**src/rtl/barrel_shifter_pipe.sv**
```systemverilog
// Pipelined barrel shifter: LSL/LSR/ASR/ROL with valid/ready on both sides.
// Shift layers are spread LSB-first over STAGES register stages.
module barrel_shifter_pipe #(
  parameter int WIDTH  = 8,
  parameter int STAGES = 2,
  localparam int SW    = $clog2(WIDTH)
) (
  input  logic             clk,
  input  logic             rst,
  input  logic             i_valid,
  output logic             i_ready,
  input  logic [WIDTH-1:0] iBits,
  input  logic [SW-1:0]    shift,
  input  logic [1:0]       mode,
  output logic             o_valid,
  input  logic             o_ready,
  output logic [WIDTH-1:0] oBits
);

  localparam int BASE  = SW / STAGES;
  localparam int EXTRA = SW % STAGES;

  localparam logic [1:0] M_LSL = 2'd0;
  localparam logic [1:0] M_LSR = 2'd1;
  localparam logic [1:0] M_ASR = 2'd2;
  localparam logic [1:0] M_ROL = 2'd3;

  function automatic int lo_of(input int k);
    return k * BASE + ((k < EXTRA) ? k : EXTRA);
  endfunction

  function automatic int cnt_of(input int k);
    return BASE + ((k < EXTRA) ? 1 : 0);
  endfunction

  function automatic logic [WIDTH-1:0] layer(
    input logic [WIDTH-1:0] x,
    input int               amt,
    input logic [1:0]       md,
    input logic             sg
  );
    logic [WIDTH-1:0] ones;
    logic [WIDTH-1:0] r;
    ones = '1;
    r    = x;
    unique case (md)
      M_LSL: r = x << amt;
      M_LSR: r = x >> amt;
      M_ASR: r = (x >> amt) | (sg ? ~(ones >> amt) : '0);
      M_ROL: r = (x << amt) | (x >> (WIDTH - amt));
    endcase
    return r;
  endfunction

  logic [WIDTH-1:0] val_q [STAGES];
  logic [SW-1:0]    sh_q  [STAGES];
  logic [1:0]       md_q  [STAGES];
  logic [STAGES-1:0] sg_q;
  logic [STAGES-1:0] v_q;

  logic [WIDTH-1:0] a_val [STAGES];
  logic [SW-1:0]    a_sh  [STAGES];
  logic [1:0]       a_md  [STAGES];
  logic [STAGES-1:0] a_sg;
  logic [STAGES-1:0] a_v;
  logic [WIDTH-1:0] nx_val [STAGES];
  logic [STAGES-1:0] ld;

  always_comb begin
    logic [WIDTH-1:0] x;
    logic             down;
    a_val[0] = iBits;
    a_sh[0]  = shift;
    a_md[0]  = mode;
    a_sg[0]  = iBits[WIDTH-1];
    a_v[0]   = i_valid;
    for (int k = 1; k < STAGES; k++) begin
      a_val[k] = val_q[k-1];
      a_sh[k]  = sh_q[k-1];
      a_md[k]  = md_q[k-1];
      a_sg[k]  = sg_q[k-1];
      a_v[k]   = v_q[k-1];
    end
    for (int k = 0; k < STAGES; k++) begin
      x = a_val[k];
      for (int j = 0; j < SW; j++) begin
        if (j >= lo_of(k) && j < lo_of(k) + cnt_of(k) && a_sh[k][j])
          x = layer(x, 1 << j, a_md[k], a_sg[k]);
      end
      nx_val[k] = x;
    end
    // Advance chain runs from the output back to the input.
    down = o_ready;
    for (int k = STAGES - 1; k >= 0; k--) begin
      ld[k] = !v_q[k] || down;
      down  = ld[k];
    end
  end

  always_ff @(posedge clk or posedge rst) begin
    if (rst) begin
      v_q  <= '0;
      sg_q <= '0;
      for (int k = 0; k < STAGES; k++) begin
        val_q[k] <= '0;
        sh_q[k]  <= '0;
        md_q[k]  <= '0;
      end
    end else begin
      for (int k = 0; k < STAGES; k++) begin
        if (ld[k]) begin
          v_q[k] <= a_v[k];
          if (a_v[k]) begin
            val_q[k] <= nx_val[k];
            sh_q[k]  <= a_sh[k];
            md_q[k]  <= a_md[k];
            sg_q[k]  <= a_sg[k];
          end
        end
      end
    end
  end

  assign i_ready = ld[0] && !rst;
  assign o_valid = v_q[STAGES-1];
  assign oBits   = val_q[STAGES-1];

endmodule

```
**config.mk**
```make
export PLATFORM = sky130hd
export DESIGN_NAME = barrel_shifter_pipe
export DESIGN_NICKNAME = d
export VERILOG_FILES = /design/src/rtl/barrel_shifter_pipe.sv
export SDC_FILE = /design/constraint.sdc
export NUM_CORES = 1
export LEC_CHECK = 0
export BUFFER_PORTS_ARGS = -buffer_cell sky130_fd_sc_hd__buf_2
export CELL_PAD_IN_SITES_DETAIL_PLACEMENT = 2
export CELL_PAD_IN_SITES_GLOBAL_PLACEMENT = 2
export CORE_MARGIN = 2
export CORE_UTILIZATION = 31
export CTS_BUF_LIST = sky130_fd_sc_hd__clkbuf_2 sky130_fd_sc_hd__clkbuf_4 sky130_fd_sc_hd__clkbuf_8
export DETAILED_ROUTE_END_ITERATION = 10
export PLACE_DENSITY = 0.82
export SLEW_MARGIN = 30
export SYNTH_ARGS = -nofsm -noshare
export SYNTH_HDL_FRONTEND = slang
export SYNTH_SLANG_ARGS = --single-unit
```
**constraint.sdc**
```tcl
create_clock -name clk -period 1.3 [get_ports clk]
set_input_delay 0.26 -clock clk [delete_from_list [all_inputs] [get_ports clk]]
set_output_delay 0.26 -clock clk [all_outputs]
set_load 0.03 [all_outputs]
```
==> results.cfg, run 1 <==
[place]
placed_cells = 281
hpwlAfterDp_um = 3660
place.gp.congestion = 0.887
numPortBuffers = 26
place_ws_ps = -481
dpl_cell_area_um2 = 1850

[critical_path]
rr_startpoint = a_md[0]$_DFFE_PP0P_
r2r_end = oBits[7]$_DFFE_PP0P_
endpoint_kind = output port
crit_end = i_ready
cp_data_required_time_ps = 1040
cp_max_fo = 2
cp-startpoint = v_q[1]$_DFFE_PP0P_
r2r_cells = 5
crit_type = reg2out
worstSetupStartpointType = register
r2r_slack_ps = -10
crit_arrival_ps = 1150

[power_and_ir_drop]
swShare_pct = 38.7
combPwrFrac_pct = 43.5
seqPwrFrac_pct = 37.7
p_switching_uw = 970
power.density_nw_per_um2 = 1150
power.leakage_uw = 0.000966
ir_drop_v = 0.000383
p_int_uw = 1540
p_clk_share_pct = 18.8

[worst_hold_path]
worstHoldPathType = in2async

[sta]
hold_viol_final = 0
rsz0062_at_grt = true
tightest_slew_ps = 387
setup_ws_ps = -113
fin_crit_sh_pct = 109
setup_viol = 2
clock_skew_ps = 6.66
holdWs_ps = 60.8
slew_headroom_pct = 74.2
max_freq_mhz = 708
slew_viol_final = 0
period_needed_ps = 1410

[route]
ant_nets = 0
drc_errors = 0
wl_um = 5230
wl_met1_um = 2240
wl_per_cell_um = 17.9
drtIter0Drc = 45
wl_met3_um = 84
highest_layer = met4
via_per_inst = 5.17
wl_met2_um = 2800
vias = 1511
drt-pass1-iter-count = 4

[clock_tree]
clock-root-buffer = clkbuf_8
h-tree-depth = 1
cts_tree = done
clkSinkCount = 22
path_clk_slew_ps = 80
cts_buffers = 3
insertion_delay_ps = 270
clockBufferDepth = 2

[global_routing]
grt_max_degree = 23
grt_pass1_vias = 1649
grt_antenna_before_repair = 0
grt_pass1_wl_um = 8580
grt-ovfl-total = 0
grtUsageTotal_pct = 20.6

[yosys]
ys_seq_area_share_pct = 36.2
synth-edff-count = 0
ys_ff_latch = 22
synth_top_area_share_pct = 36.2
syn_avg_cell_area_um2 = 8.49
synthDistinctLibCells = 39
yosysMostFrequentCell = nand2_1
async_reset_ff_share_pct = 100
syn_nets = 196
synthesis.area_um2 = 1520
synth_area_leaders = dfrtp_1, nand2_1, o21ai_0
synth_cells = 179
yosys-top-cells-count = nand2_1, dfrtp_1, o21ai_0
synthFlopType = dfrtp_1
synth_top_area_cell = dfrtp_1
yosysWarnings = 0

[die]
die_w_um = 74
floorplan.io_pins = 27
die_h_um = 74
core_area_um2 = 4720
dieArea_um2 = 5480
placementRows = 25
start_util_pct = 32.2

[final_layout]
num_antenna_cells = 0
final_area_um2 = 2190
nets = 243
area_growth_pct = 44.0
fill_cells = 533
utilization_pct = 46.3
finalNonFillerCells = 292
drive_gt1_share_pct = 48.0

[run_status]
outcome = finished, violations left
violations = negative setup slack

[run]
maxCapViolations = 0
==> metal layers <==
layer  up-vias  global-route usage, %
met2        28                   37.1
met3         9                   1.49
met4         0                   7.07
li1        724                      -
met1       750                   26.1
met5         -                      0
==> metrics by stage <==
step           setup TNS, ps  total power (uW)
2_1_floorplan           -303              1500
3_3_place_gp           -1920              1770
3_5_place_dp           -2760              1820
5_1_grt                 -512              2660
4_1_cts                 -177              2400
6_report                -122              2510
==> power by group through the flow <==
stage	Sequential (uW)	Combinational (uW)	Clock, uW
final	946	1090	471
after CTS	938	991	468
after floorplan	1050	453	0
after global routing	970	1190	501
after detailed placement	938	880	0
after global placement	927	847	0
==> layout make-up <==
class | instances | area, um^2 | share of cell area (%)
repair buffers | 57 | 428 | 19.6
inverters | 4 | 18.8 | 0.858
well taps | 67 | 83.8 | 3.83
clock buffers | 4 | 48.8 | 2.23
flip-flops and latches | 22 | 554 | 25.3
multi-input cells | 138 | 1050 | 48.2
==> how the worst min path moves through the flow <==
stage	from	endpoint	slack, ps	cells past startpoint
global route	rst	oBits[4]$_DFFE_PP0P_	90	3
finish	rst	v_q[1]$_DFFE_PP0P_	60	3
floorplan	rst	a_md[0]$_DFFE_PP0P_	130	1
detailed placement	rst	oBits[5]$_DFFE_PP0P_	360	3
global placement	rst	oBits[1]$_DFFE_PP0P_	360	3
CTS	rst	oBits[5]$_DFFE_PP0P_	80	3
==> flip-flops by register name, summed over array words and instances, names as in the netlist <==
signal	cells
a_sh	1
sg_q	1
a_md	2
v_q	2
a_val	8
oBits	8
==> timing repair <==
action,4_1_cts,5_1_grt
pin swaps,8,9
hold buffers,0,0
endpoints found under the setup margin,12,19
setup buffers,4,3
resized for setup,36,34
==> cells in the final DEF (no fill, tap or decap), types with 4 or more instances in the layout <==
master and n:
o21ai_0 5, dfrtp_1 19, mux2i_1 5, o21ai_2 4, buf_6 8, nand2b_1 6, buf_2 22, nor2_1 13
o21ai_1 10, nand2_1 29, buf_4 24
==> logic make-up (layout without fill, tap and decap cells) <==
kind of cell | after synthesis | after routing | synth area share, %
xor+xnor | 2 | 2 | 2.88
mux | 12 | 12 | 10.4
simple gates | 75 | 75 | 23.1
compound gates | 49 | 49 | 20.9
buf+inv | 19 | 65 | 6.42
flops | 22 | 22 | 36.2
==> worst max-delay path, stage by stage, from the launching register on <==
cell      delay (ps)
dfrtp_2          420
nand3b_1         100
buf_4            120
and2_4           130
buf_6            120
(Power assumes the default switching activity.)
==> inputs of run 2 (changes only) <==
BUFFER_PORTS_ARGS = -buffer_cell sky130_fd_sc_hd__clkbuf_2   (was -buffer_cell sky130_fd_sc_hd__buf_2)
==> run 2 against run 1 <==
Fmax is 0.33% lower. Combinational power is 6% higher. Critical path type unchanged. Routed wire length up 12%. Clock power decreased by 0.8%. Worst setup slack got worse by 4.7 ps. Flip-flop and latch count stayed put. Register-to-register slack worse by 70 ps. The run still ends with negative setup slack left.
==> results.cfg, run 2 (synthesized netlist as in run 1, its figures left out) <==
[sta]
fin_crit_sh_pct = 109
clock_skew_ps = 5.77
tightest_slew_ps = 397
hold_viol_final = 0
max_freq_mhz = 706
setup_viol = 9
rsz0062_at_grt = true
period_needed_ps = 1420
tns_ps = -396
setup_ws_ps = -117
slew_viol_final = 0
slew_headroom_pct = 73.5

[route]
drc_errors = 0
ant_nets = 0
wl_per_cell_um = 19.5
drtIter0Drc = 30
vias = 1583
wl_um = 5840
via_per_inst = 5.28
drt-pass1-iter-count = 4

[final_layout]
final_common_cell = nand2_1
final_area_um2 = 2250
multiInputGateArea_um2 = 1030
utilization_pct = 47.7
layout_common_cells = nand2_1, buf_4, clkbuf_2, dfrtp_1, nor2_1
area_growth_pct = 48.4
regArea_um2 = 554
drive_gt1_share_pct = 49.4
nets = 251
fill_cells = 522
num_antenna_cells = 0

[critical_path]
cp_max_fo = 3
crit_arrival_ps = 1160
worstSetupStartpointType = register
r2r_slack_ps = -80
crit_end = i_ready
cp-startpoint = v_q[1]$_DFFE_PP0P_
rr_startpoint = a_md[0]$_DFFE_PP0P_
r2r_cells = 6
crit_type = reg2out
cp_data_required_time_ps = 1040
endpoint_kind = output port
r2r_end = oBits[5]$_DFFE_PP0P_

[die]
die_w_um = 74
dieArea_um2 = 5480
die_h_um = 74
start_util_pct = 32.2
placementRows = 25
core_area_um2 = 4720
floorplan.io_pins = 27

[worst_hold_path]
worstHoldPathType = in2async

[power_and_ir_drop]
design_power_total_uw = 2580
ir_drop_v = 0.000485
power.density_nw_per_um2 = 1150
power.leakage_uw = 0.00102

[clock_tree]
ctsHoldBuffers = 0
clock-root-buffer = clkbuf_8
path_clk_slew_ps = 80
clockBufferDepth = 2
h-tree-depth = 1
clkSinkCount = 22
insertion_delay_ps = 270
cts_tree = done
cts_buffers = 3

[place]
place.gp.congestion = 0.895
numPortBuffers = 26
dpl_cell_area_um2 = 1930
hpwlAfterDp_um = 4070

[global_routing]
grt_pass1_wl_um = 9070
grt_max_degree = 23
grtUsageTotal_pct = 22.0
grt_antenna_before_repair = 0
grt_pass1_vias = 1692
grt-ovfl-total = 0

[run_status]
outcome = finished, violations left
violations = negative setup slack

[run]
maxCapViolations = 0
==> run 2: cell count changes in the layout (fill, tap and decap cells not counted), moves of 2 or more <==
cell,delta
buf_4,+5
nor2_1,+2
clkbuf_2,+23
buf_2,-22
buf_8,+3
==> run 2: what timing repair did <==
action	in CTS	in global routing
endpoints found under the hold margin	0	0
pin swaps	13	17
gates cloned	0	0
resized for setup	43	27
buffers inserted	3	7
endpoints found under the setup margin	14	21
==> run 2: critical path, stage by stage, from the launching register on <==
cell and delay [ps]:
dfrtp_2 430, nand3b_1 160, and2_4 180, buf_8 120
==> run 2: per-layer routing <==
metal / track usage (%) / vias to the layer above / wire length [um]
li1: - / 739 / -
met4: 5.45 / 0 / 123
met2: 44.1 / 34 / 3300
met3: 1.22 / 10 / 89
met5: 0 / - / 0
met1: 25.0 / 800 / 2320
==> run 2: how the worst min path moves through the flow <==
stage	startpoint	endpoint	slack (ps)	cells past startpoint
2_1_floorplan	rst	a_md[0]$_DFFE_PP0P_	130	1
3_3_place_gp	rst	v_q[0]$_DFFE_PP0N_	350	3
3_5_place_dp	rst	oBits[5]$_DFFE_PP0P_	350	3
4_1_cts	rst	oBits[5]$_DFFE_PP0P_	70	3
5_1_grt	rst	oBits[0]$_DFFE_PP0P_	70	3
6_report	rst	v_q[1]$_DFFE_PP0P_	50	3
==> run 2: metrics by stage <==
stage | worst slack, ps | cells | hold WS [ps]
2_1_floorplan | -103 | 179 | 128
4_1_cts | -93.2 | 294 | 67.8
3_3_place_gp | -296 | 288 | 349
6_report | -117 | 300 | 49.6
5_1_grt | -154 | 300 | 71.1
3_5_place_dp | -335 | 288 | 347
==> run 2: cell type report <==
| cell class | count | share of cell area (%) |
|---|---|---|
| Multi-Input combinational cell | 138 | 45.8 |
| Sequential cell | 22 | 24.6 |
| Timing Repair Buffer | 65 | 22.9 |
| Tap cell | 67 | 3.72 |
| Clock buffer | 4 | 2.17 |
| Inverter | 4 | 0.833 |
==> run 2: where the power goes <==
group          total (uW)  internal [uW]  switching, uW
Clock                 467            240            228
Combinational        1150            513            635
Sequential            965            823            143
==> inputs of run 3 (changes only) <==
CORE_UTILIZATION = 34   (was 31)
PLACE_DENSITY = 0.85   (was 0.82)
clock period = 1.35 ns   (was 1.3 ns; I/O delays follow)
==> run 3 against run 2 <==
The flow still finishes with violations (negative setup slack). Routed wire length increased by 4.5%. Register-to-register slack gained 80 ps. Critical path depth up 1. Clock skew increased by 6.5 ps. Largest power group unchanged. Critical path type unchanged.
==> results.cfg, run 3 (synthesized netlist as in run 1, its figures left out) <==
[run_status]
outcome = finished, violations left
violations = negative setup slack

[critical_path]
cp.buffers_inverters = 2
crit_family = flip-flops
cp_max_fo = 3
endpoint_kind = output port
crit_arrival_ps = 1230
path_cells = nand3b_1 -> buf_4 -> and2_4 -> buf_8
crit_type = reg2out
cp_data_required_time_ps = 1080
worstSetupStartpointType = register
slowest_stage = dfrtp_1
critPathMaxStageDelay_ps = 410

[route]
vias = 1586
wl_um = 6100
drt-pass1-iter-count = 4
ant_nets = 0
drc_errors = 0
wl_per_cell_um = 21.6
drtIter0Drc = 52
via_per_inst = 5.60

[final_layout]
drive_gt1_share_pct = 45.9
final_area_um2 = 2220
area_growth_pct = 45.9
finalNonFillerCells = 283
num_antenna_cells = 0
regArea_um2 = 553
layout_common_cells = nand2_1, buf_4, clkbuf_2, dfrtp_1, nor2_1
fill_cells = 460
nets = 249
utilization_pct = 51.2
final_common_cell = nand2_1
multiInputGateArea_um2 = 1000

[global_routing]
grt_pass1_vias = 1767
grt_pass1_wl_um = 8460
grtUsageTotal_pct = 21.6
grt_max_degree = 23
grt-ovfl-total = 0
grt_antenna_before_repair = 0

[die]
die_h_um = 70.8
dieArea_um2 = 5020
floorplan.io_pins = 27
start_util_pct = 35.1
core_area_um2 = 4320
placementRows = 24
die_w_um = 70.8

[power_and_ir_drop]
swShare_pct = 37.5
seqPwrFrac_pct = 34.8
p_clk_share_pct = 24.3
power.leakage_uw = 0.00102
design_power_total_uw = 2660
power.density_nw_per_um2 = 1200
combPwrFrac_pct = 40.9
ir_drop_v = 0.000359
p_switching_uw = 997
p_int_uw = 1660

[sta]
tightest_slew_ps = 379
hold_viol_final = 0
fin_crit_sh_pct = 111
setup_ws_ps = -149
setup_viol = 2
tns_ps = -151
period_needed_ps = 1500
clock_skew_ps = 12.2
rsz0062_at_grt = true
slew_headroom_pct = 74.8
max_freq_mhz = 667
slew_viol_final = 0

[run]
maxCapViolations = 0

[place]
hpwlAfterDp_um = 3950
dpl_cell_area_um2 = 1900
placed_cells = 270
numPortBuffers = 26
place.gp.congestion = 0.953

[clock_tree]
cts_tree = done
path_clk_slew_ps = 100
cts_buffers = 3
ctsHoldBuffers = 0
clock-root-buffer = clkbuf_8
insertion_delay_ps = 280
clockBufferDepth = 2
h-tree-depth = 1
clkSinkCount = 22

[worst_hold_path]
worstHoldPathType = in2async
==> run 3: metrics by stage <==
step	hold WS, ps	worst slack [ps]
floorplan	138	-63.4
global placement	346	-251
detailed placement	361	-290
CTS	76.4	-148
global route	102	-199
finish	58.8	-149
==> run 3: layout make-up <==
cell class,count,area share [%]
multi-input combinational,138,45.3
sequential,22,25.0
timing repair buffer,63,22.7
tap,52,2.94
clock buffer,3,1.86
clock inverter,1,1.36
inverter,4,0.847
==> run 3: per-layer routing <==
| metal | part of all wire (%) | global-route usage, % | routed length (um) |
|---|---|---|---|
| met1 | 40 | 22.2 | 2450 |
| met2 | 54 | 42.8 | 3290 |
| met3 | 2.0 | 1.57 | 122 |
| met4 | 3.9 | 11.1 | 238 |
| met5 | 0 | 0 | 0 |
==> run 3: power groups by stage <==
stage,Sequential (uW),Combinational (uW),Clock (uW)
floorplan,1010,432,0
global placement,892,841,0
detailed placement,904,882,0
CTS,896,937,637
global route,944,1170,663
finish,925,1090,647
==> run 3: path summary, 6_finish.rpt <==
path	depth (start not counted)	slack, ps	from	to
max reg2reg	6	0	a_md[0]$_DFFE_PP0P_	oBits[4]$_DFFE_PP0P_
max in group asynchronous	3	1040	rst	a_sh[2]$_DFFE_PP0P_
min reg2reg	1	490	oBits[7]$_DFFE_PP0P_	oBits[7]$_DFFE_PP0P_
min	3	60	rst	a_val[3]$_DFFE_PP0P_
min in group clk	3	190	shift[2]	a_sh[2]$_DFFE_PP0P_
max	4	-150	v_q[1]$_DFFE_PP0P_	i_ready
==> run 3: timing repair <==
action | CTS | global route
endpoints found under the setup margin | 9 | 19
cloned | 0 | 1
setup buffers | 3 | 6
resized for setup | 18 | 47
pin swaps | 4 | 15
==> run 3: worst min-delay path, stage by stage <==
cell	delay [ps]
clkbuf_2	100
clkinvlp_4	70
buf_4	290
